File: config.mk
export PLATFORM = sky130hd
export DESIGN_NAME = button_conditioner
export DESIGN_NICKNAME = d
export VERILOG_FILES = /design/src/rtl/button_conditioner.sv
export SDC_FILE = /design/constraint.sdc
export NUM_CORES = 1
export LEC_CHECK = 0
export CORE_MARGIN = 2
export CORE_UTILIZATION = 48
export DETAILED_ROUTE_END_ITERATION = 16
export SYNTH_ARGS = -nofsm -noshare
export SYNTH_HDL_FRONTEND = slang
export SYNTH_SLANG_ARGS = --single-unit
File: constraint.sdc
create_clock -name clk -period 2.6 [get_ports clk]
set_input_delay 0.52 -clock clk [delete_from_list [all_inputs] [get_ports clk]]
set_output_delay 0.52 -clock clk [all_outputs]
set_load 0.005 [all_outputs]
File: src/rtl/button_conditioner.sv
// Front-panel button conditioner: per-channel 2-FF synchronizer, counter debouncer, press/release pulses.
// Optional auto-repeat of press pulses on masked channels is enabled by defining BUTTON_AUTO_REPEAT_EN.
`timescale 1ns/1ps

module button_conditioner #(
  parameter int NUM_BUTTONS = 5,
  parameter int DB_CYCLES = 2000000,
  parameter int REPEAT_DELAY = 50000000,
  parameter int REPEAT_PERIOD = 10000000,
  parameter logic [NUM_BUTTONS-1:0] REPEAT_MASK = 5'b11000
) (
  input  logic                   clk,
  input  logic                   reset,
  input  logic [NUM_BUTTONS-1:0] btn_raw,
  output logic [NUM_BUTTONS-1:0] btn_db,
  output logic [NUM_BUTTONS-1:0] btn_press,
  output logic [NUM_BUTTONS-1:0] btn_release
);

  localparam int CW = ($clog2(DB_CYCLES) > 0) ? $clog2(DB_CYCLES) : 1;
  localparam logic [CW-1:0] CNT_MAX = CW'(DB_CYCLES - 1);
  localparam logic [CW-1:0] CNT_ONE = CW'(1);

`ifdef BUTTON_AUTO_REPEAT_EN
  localparam int RW = ($clog2(REPEAT_DELAY) > 0) ? $clog2(REPEAT_DELAY) : 1;
  localparam logic [RW-1:0] RPT_MAX = RW'(REPEAT_DELAY - 1);
  // Reloading to DELAY-PERIOD makes every later repeat land PERIOD cycles apart.
  localparam logic [RW-1:0] RPT_RELOAD = RW'(REPEAT_DELAY - REPEAT_PERIOD);
`endif

  typedef enum logic [1:0] {
    RELEASED,
    PRESS_WAIT,
    PRESSED,
    RELEASE_WAIT
  } state_t;

  logic [NUM_BUTTONS-1:0] sync_1;
  logic [NUM_BUTTONS-1:0] sync_2;

  always_ff @(posedge clk) begin
    if (reset) begin
      sync_1 <= '0;
      sync_2 <= '0;
    end else begin
      sync_1 <= btn_raw;
      sync_2 <= sync_1;
    end
  end

  for (genvar i = 0; i < NUM_BUTTONS; i++) begin : g_chan
    state_t        state;
    logic [CW-1:0] cnt;
    logic          db_q;
    logic          press_q;
    logic          rel_q;
`ifdef BUTTON_AUTO_REPEAT_EN
    logic [RW-1:0] rpt;
`endif

    // Any disagreeing sample during a WAIT state snaps back, so glitches never reach db_q.
    always_ff @(posedge clk) begin
      if (reset) begin
        state   <= RELEASED;
        cnt     <= '0;
        db_q    <= 1'b0;
        press_q <= 1'b0;
        rel_q   <= 1'b0;
`ifdef BUTTON_AUTO_REPEAT_EN
        rpt     <= '0;
`endif
      end else begin
        press_q <= 1'b0;
        rel_q   <= 1'b0;
        case (state)
          RELEASED: begin
            if (sync_2[i]) begin
              state <= PRESS_WAIT;
              cnt   <= CNT_ONE;
            end
          end
          PRESS_WAIT: begin
            if (!sync_2[i]) begin
              state <= RELEASED;
              cnt   <= '0;
            end else if (cnt == CNT_MAX) begin
              state   <= PRESSED;
              cnt     <= '0;
              db_q    <= 1'b1;
              press_q <= 1'b1;
`ifdef BUTTON_AUTO_REPEAT_EN
              rpt     <= '0;
`endif
            end else begin
              cnt <= cnt + CNT_ONE;
            end
          end
          PRESSED: begin
            if (!sync_2[i]) begin
              state <= RELEASE_WAIT;
              cnt   <= CNT_ONE;
`ifdef BUTTON_AUTO_REPEAT_EN
            end else if (REPEAT_MASK[i]) begin
              if (rpt == RPT_MAX) begin
                press_q <= 1'b1;
                rpt     <= RPT_RELOAD;
              end else begin
                rpt <= rpt + RW'(1);
              end
`endif
            end
          end
          RELEASE_WAIT: begin
            if (sync_2[i]) begin
              state <= PRESSED;
              cnt   <= '0;
            end else if (cnt == CNT_MAX) begin
              state <= RELEASED;
              cnt   <= '0;
              db_q  <= 1'b0;
              rel_q <= 1'b1;
`ifdef BUTTON_AUTO_REPEAT_EN
              rpt   <= '0;
`endif
            end else begin
              cnt <= cnt + CNT_ONE;
            end
          end
          default: begin
            state <= RELEASED;
            cnt   <= '0;
          end
        endcase
      end
    end

    assign btn_db[i]      = db_q;
    assign btn_press[i]   = press_q;
    assign btn_release[i] = rel_q;
  end

endmodule

-- Yosys cells after proc, flatten, opt, wreduce, memory -nomap -nowiden
Cells that the tools add are included.
- add/subtract/negate cells: 5
- equal/unequal tests: 60
- muxes and demuxes: 95
- bitwise gates (word level): 15
- reductions and logical operators: 35
- operators with widths (operator ; number):
    2-to-1 mux 21 bit ; 25
    case mux 21 bit (4 select lines) ; 5
    adder 21 x 1 -> 21 bit (second input constant) ; 5
    equality test 21 bit (second input constant) ; 5
    2-to-1 mux 2 bit ; 30
    inequality test 2 bit (second input constant) ; 30
    case mux 2 bit (4 select lines) ; 5
    inequality test 3 bit (second input constant) ; 10
    OR reduction 3 bit ; 10
    2-to-1 mux 1 bit ; 25
    AND reduction 5 bit ; 5
    equality test 2 bit (second input constant) ; 10
    AND reduction 4 bit ; 5
    inverter 1 bit ; 15
    equality test 2 x 1 -> 1 bit (second input constant) ; 5
    logical NOT 2 bit ; 5
    case mux 1 bit (2 select lines) ; 5
    AND reduction 2 bit ; 5
    nonzero test 2 bit ; 5
- flip-flop bits (word level): 140
- bits of input ports: 7
- output and inout bits: 15
- logic and storage cells: 237

-- Depth between registers and ports, before layout
- depth in word-level cells: 4
- gate-level depth with buffers: 8
- mapped depth without buffers: 6

-- Least setup slack after synthesis
No wires, ideal clock.
- kind: register -> register
- start: register g_chan[4].cnt[0]
- end: register g_chan[4].cnt[14]
- setup time: 0.117 ns
- data arrival time: 1.832 ns
- data required time: 2.483 ns
- setup slack: 0.651 ns
- cell stages (with the launch flop): 7
- path buffers: 0
- period minus slack after synthesis: 1.949 ns
- cell sequence: dfxtp_1 ha_1 nand3_1 nor4_2 nand3_1 xnor2_1 a22o_1
- longest elaborated chain between the ends: 4
- elaborated cells on any way between the ends: 6
- those cells by class: add/sub: 1; eq/ne: 1; mux: 4
- ends and longest elaborated chain (what ; RTL line ; RTL):
    start, declared ; 53 ; logic [CW-1:0] cnt;
    start signal, assigned ; 95 ; cnt <= cnt + CNT_ONE;
    start signal, assigned ; 126 ; cnt <= cnt + CNT_ONE;
    adder 21 x 1 -> 21 bit or equality test 21 bit (tied branches) ; n/a ;
    2-to-1 mux 21 bit (*) ; 86, 117 ;
    2-to-1 mux 21 bit, on equally long branches ; 114, 83 ;
    case mux 21 bit (4 select lines) (*) ; 75 ; case (state)
Mark *: on every way between the ends. The rest lies on a longest branch, timed or not.
A chain may end at the register's enable or synchronous reset.

-- Final worst setup path
- start: register g_chan[4].cnt[0]
- end: register g_chan[4].cnt[18]
Same word-level chain as after synthesis.

==> impl_summary.md <==
Floorplanning
Measured along the x axis, the die boundary spans 126 um. The area of the die is 15800 um2. The starting density of the core is 49.0%. The die is 126 um tall.

The top-level port count is 22. Row generation in the floorplan step produced 44 rows. The total core area is 14500 um2.

Clock network
Buffers inserted during clock tree synthesis total 17. The clock-pin slew on the worst setup and hold paths is 0.06 ns. The H-tree depth is 4.

Post-CTS repair changed the size of 0 cells. The clock passes through at most 2 buffers. The setup fix buffers added after clock tree synthesis is 0. The tree is rooted in a clkbuf_16.

The clock tree from TritonCTS is yes. The clock latency at the later pin of the worst-skew pair is 0.42 ns. The clock sink count is 140. The post-cts hold buffer count is 0.

Logic synthesis
Multiplexer cells account for 2.40% of the synthesized area. Counting flops with a built-in enable in the synthesized netlist gives 0. The share of synthesized registers carrying an async set or reset is 0%. The average cell area after synthesis is 8.50 um2. Summing the sequential cell areas from Yosys gives 39.5% of the chip area. The Yosys warning count is 0.

Synthesis inferred 140 register bits. After Yosys synthesis, and, or, nand and nor cells account for 31.9% of the synthesized area. Summing the areas of all compound-gate instances in the mapped netlist gives 17.8% of the synthesized area. The number of instances in the synthesized netlist is 835. By area, the combinational part of the netlist is dominated by simple AND/OR/NAND/NOR gates. For this run, the leading register cell type out of synthesis is dfxtp_1.

The total nets after synthesis is 847. The post-synthesis xor/xnor area fraction is 2.29%. The count of distinct cell types in the synthesized netlist is 70. The post-synth design cell area is 7100 um2. After Yosys synthesis, full adders, half adders and majority gates account for 0.881% of the synthesized area.

STA
The worst-margin pin slew is 1.15 ns. For the finished layout, the period the worst path requires is 2.23 ns. Setup repair after global routing left no endpoint under its margin.

Setup violations remaining at the end of the flow were counted as 0. The final hold violation count is 0. The number of slew-limit violations in the final report was 0.

The worst clock skew is 0.00634 ns. Based on the critical path, the design can be clocked at up to 449 MHz. The post-route clock period utilization is 85.7%.

Setup slack on the critical path of the routed design comes to 0.372 ns. The remaining max-slew budget at the tightest pin is 22.8%. In the final timing run, aggregate negative setup slack is 0 ns.

Route
The number of remaining DRC errors is 0. In this run, the number of DRC markers left after iteration 0 of detailed routing was 449. The routed design has 15.7 mm of wire.

The count of nets left with antenna violations once routing finished came out at 0. The final routed wire length divided by cell count is 15.0 um. The detailed-route vias per instance is 5.95. The first detailed-routing pass ran for 5 iterations. The routed via count is 6201.

Power
The worst voltage drop across the vdd grid is 0.468 mV. Power spread over the standard cell area amounts to 636 nW/um2. The post-route total power is 0.00512 W. The internal portion of the total power is 0.00406 W. The analysis attributes to cell leakage a power of 2.78 nW. Per report_power, the combinational group accounts for 3.1% of the total. The clock share of power is 54.1%. The share of total power in sequential cells is 42.8%.

Net switching is 20.7% of the power. The switching power total is 0.00106 W.

Place
At the end of routability-driven placement, the weighted congestion stood at 0.865. The post-detailed-placement half-perimeter wirelength is 10.7 mm. The worst setup slack before clock tree synthesis is 0.379 ns. After detailed placement, the total cell area comes to 7370 um2.

In this run the tool buffered the top-level ports with 21 buffer cells.

GRT
The met3 usage in global routing is 4.54%. Global routing used 27.2% of the available met1 tracks. In the global route stage, overall resource usage came out at 20.6%. For this run the aggregate overflow at the end of global routing stands at 0. Entering global routing, the biggest net connects 44 pins. In this run the most used layer during global routing was met2. The via count of the first global-routing pass came to 5768. The initial antenna violation count is 0. The wire length of the first global-routing pass is 27.2 mm. The met2 track utilization from global routing is 33.4%.

Worst hold path
The capture endpoint of the worst hold path is sync_2[2]. The path class of the tightest hold or removal check is flip-flop to flip-flop. The startpoint identified for the worst hold timing path is sync_1[2]. Along the worst hold path, the cell count comes to 1.

Status
The run finished with clean final reports.

Setup path
The number of buffer and inverter stages on the critical path is 1. The worst-case register-to-register setup slack is 0.37 ns. The cell family with the largest share of critical-path delay is compound AO/OA/AOI/OAI gates.

The arrival time of the worst setup path is 2.58 ns. Data on the critical path is required at its endpoint by 2.95 ns. The kind of capture point of the worst setup path is a flip-flop. The endpoint of the lowest-slack register-to-register path is g_chan[4].cnt[18]. The highest-delay cell along the critical path is a211oi_4. The signal on the critical path passes through ha_1 -> nand3_1 -> nor4_4 -> a211oi_4 -> buf_4 -> nand4_1 -> mux2i_1. The nature of the critical path startpoint is a flip-flop. The path type of the worst setup path is flip-flop to flip-flop.

The number of cell instances on the worst register-to-register path is 7. The worst register-to-register path begins at g_chan[4].cnt[0]. The maximum fanout along the worst path is 20.

For this run, the slowest stage of the critical path takes 0.68 ns.

Run
The number of maximum-capacitance violations is 0.

Layout
0 antenna diodes ended up in the layout. Of the cells placed in the final design, the portion with a size suffix greater than 1 is 8.73%. After the last flow step, the layout net total stands at 858. The final design instance area without fill is 8060 um2. The synthesis-to-layout area growth is 13.5%.
## routing by layer
metal / up-vias / share of wire [%] / wire length [um]
met4: 0 / 1.4 / 218
li1: 3136 / - / -
met5: - / 0 / 0
met2: 124 / 47 / 7430
met3: 21 / 3.7 / 576
met1: 2920 / 48 / 7450
## registers in the layout, summed over array words and instances (netlist names), named ones only
name and flops:
g_chan.cnt 105, sync_1 5, g_chan.rel_q 5, g_chan.press_q 5
sync_2 5, g_chan.state 5, g_chan.db_q 5
## layout make-up
type | count | area (um2)
inverter | 18 | 67.6
tap | 184 | 230
fill | 1288 | 6420
multi-input combinational | 631 | 3930
clock buffer | 18 | 439
sequential | 140 | 2800
clock inverter | 14 | 241
timing repair buffer | 38 | 345
## worst max-delay path by stage
stage	from	to	slack (ns)	depth (start not counted)
2_1_floorplan	g_chan[4].cnt[0]	g_chan[4].cnt[14]	0.65	6
4_1_cts	g_chan[4].cnt[0]	g_chan[4].cnt[18]	0.34	7
3_5_place_dp	g_chan[4].cnt[0]	g_chan[4].cnt[18]	0.38	7
3_3_place_gp	g_chan[4].cnt[0]	g_chan[4].cnt[17]	0.43	7
6_report	g_chan[4].cnt[0]	g_chan[4].cnt[18]	0.37	7
5_1_grt	g_chan[4].cnt[0]	g_chan[4].cnt[16]	0.13	7
## per-stage QoR
| stage | instances | utilization (%) | hold WS [ns] |
|---|---|---|---|
| global route | 1043 | 55.6 | 0.466 |
| CTS | 1043 | 55.6 | 0.443 |
| floorplan | 835 | - | 0.414 |
| detailed placement | 1011 | 50.9 | 0.430 |
| global placement | 1011 | 50.9 | 0.423 |
| finish | 1043 | 55.6 | 0.439 |
## layout by cell type, fill, tap and decap left out, drive strengths merged, types with 5 or more instances in the layout
cell | netlist | final
dfxtp | 140 | 140
nand2 | 73 | 73
nand3 | 66 | 66
nor2 | 61 | 61
a21oi | 57 | 57
a31oi | 53 | 53
o21ai | 27 | 27
nand4 | 26 | 26
nor3 | 22 | 22
nor4 | 22 | 22
clkdlybuf4s50 | 0 | 20
inv | 18 | 19
clkbuf | 16 | 18
buf | 30 | 18
and3 | 17 | 17
mux2i | 17 | 17
nor2b | 16 | 16
nand2b | 14 | 14
and4 | 12 | 12
or3 | 12 | 12
xnor2 | 9 | 9
and2 | 9 | 9
a21o | 9 | 9
a22o | 8 | 8
nand3b | 7 | 7
or4 | 7 | 7
xor2 | 7 | 7
a211oi | 7 | 7
nor3b | 6 | 6
a41oi | 6 | 6
a22oi | 6 | 6
bufinv | 0 | 6
a221o | 5 | 5
o211ai | 5 | 5
or2b | 5 | 5
ha | 5 | 5
## power groups by stage
stage	clock [W]	sequential (W)	combinational [W]
floorplan	0	0.00223	0.000115
global placement	0	0.00224	0.000156
detailed placement	0	0.00224	0.000161
CTS	0.00282	0.00219	0.000161
global route	0.00292	0.00220	0.000179
finish	0.00277	0.00219	0.000161
## cells in the mapped netlist, types with 15 or more instances
cell type  instances  area, um2
dfxtp_1          140       2800
nand2_1           73        274
nand3_1           65        325
nor2_1            61        229
a21oi_1           56        280
a31oi_1           53        332
o21ai_0           27        135
nand4_1           26        163
nor3_1            22        110
buf_4             20        150
inv_1             18       67.6
and3_1            17        106
mux2i_1           17        170
nor2b_1           16        100
nor4_1            15       93.8
## cells by family after synthesis
family | Yosys count
buffers and inverters | 64
muxes | 17
xor gates and xnor gates | 16
AOI/OAI and AO/OA | 196
DFF | 140
adders and majority gates | 5
and+or+nand+nor | 397
(Power assumes the default switching activity.)
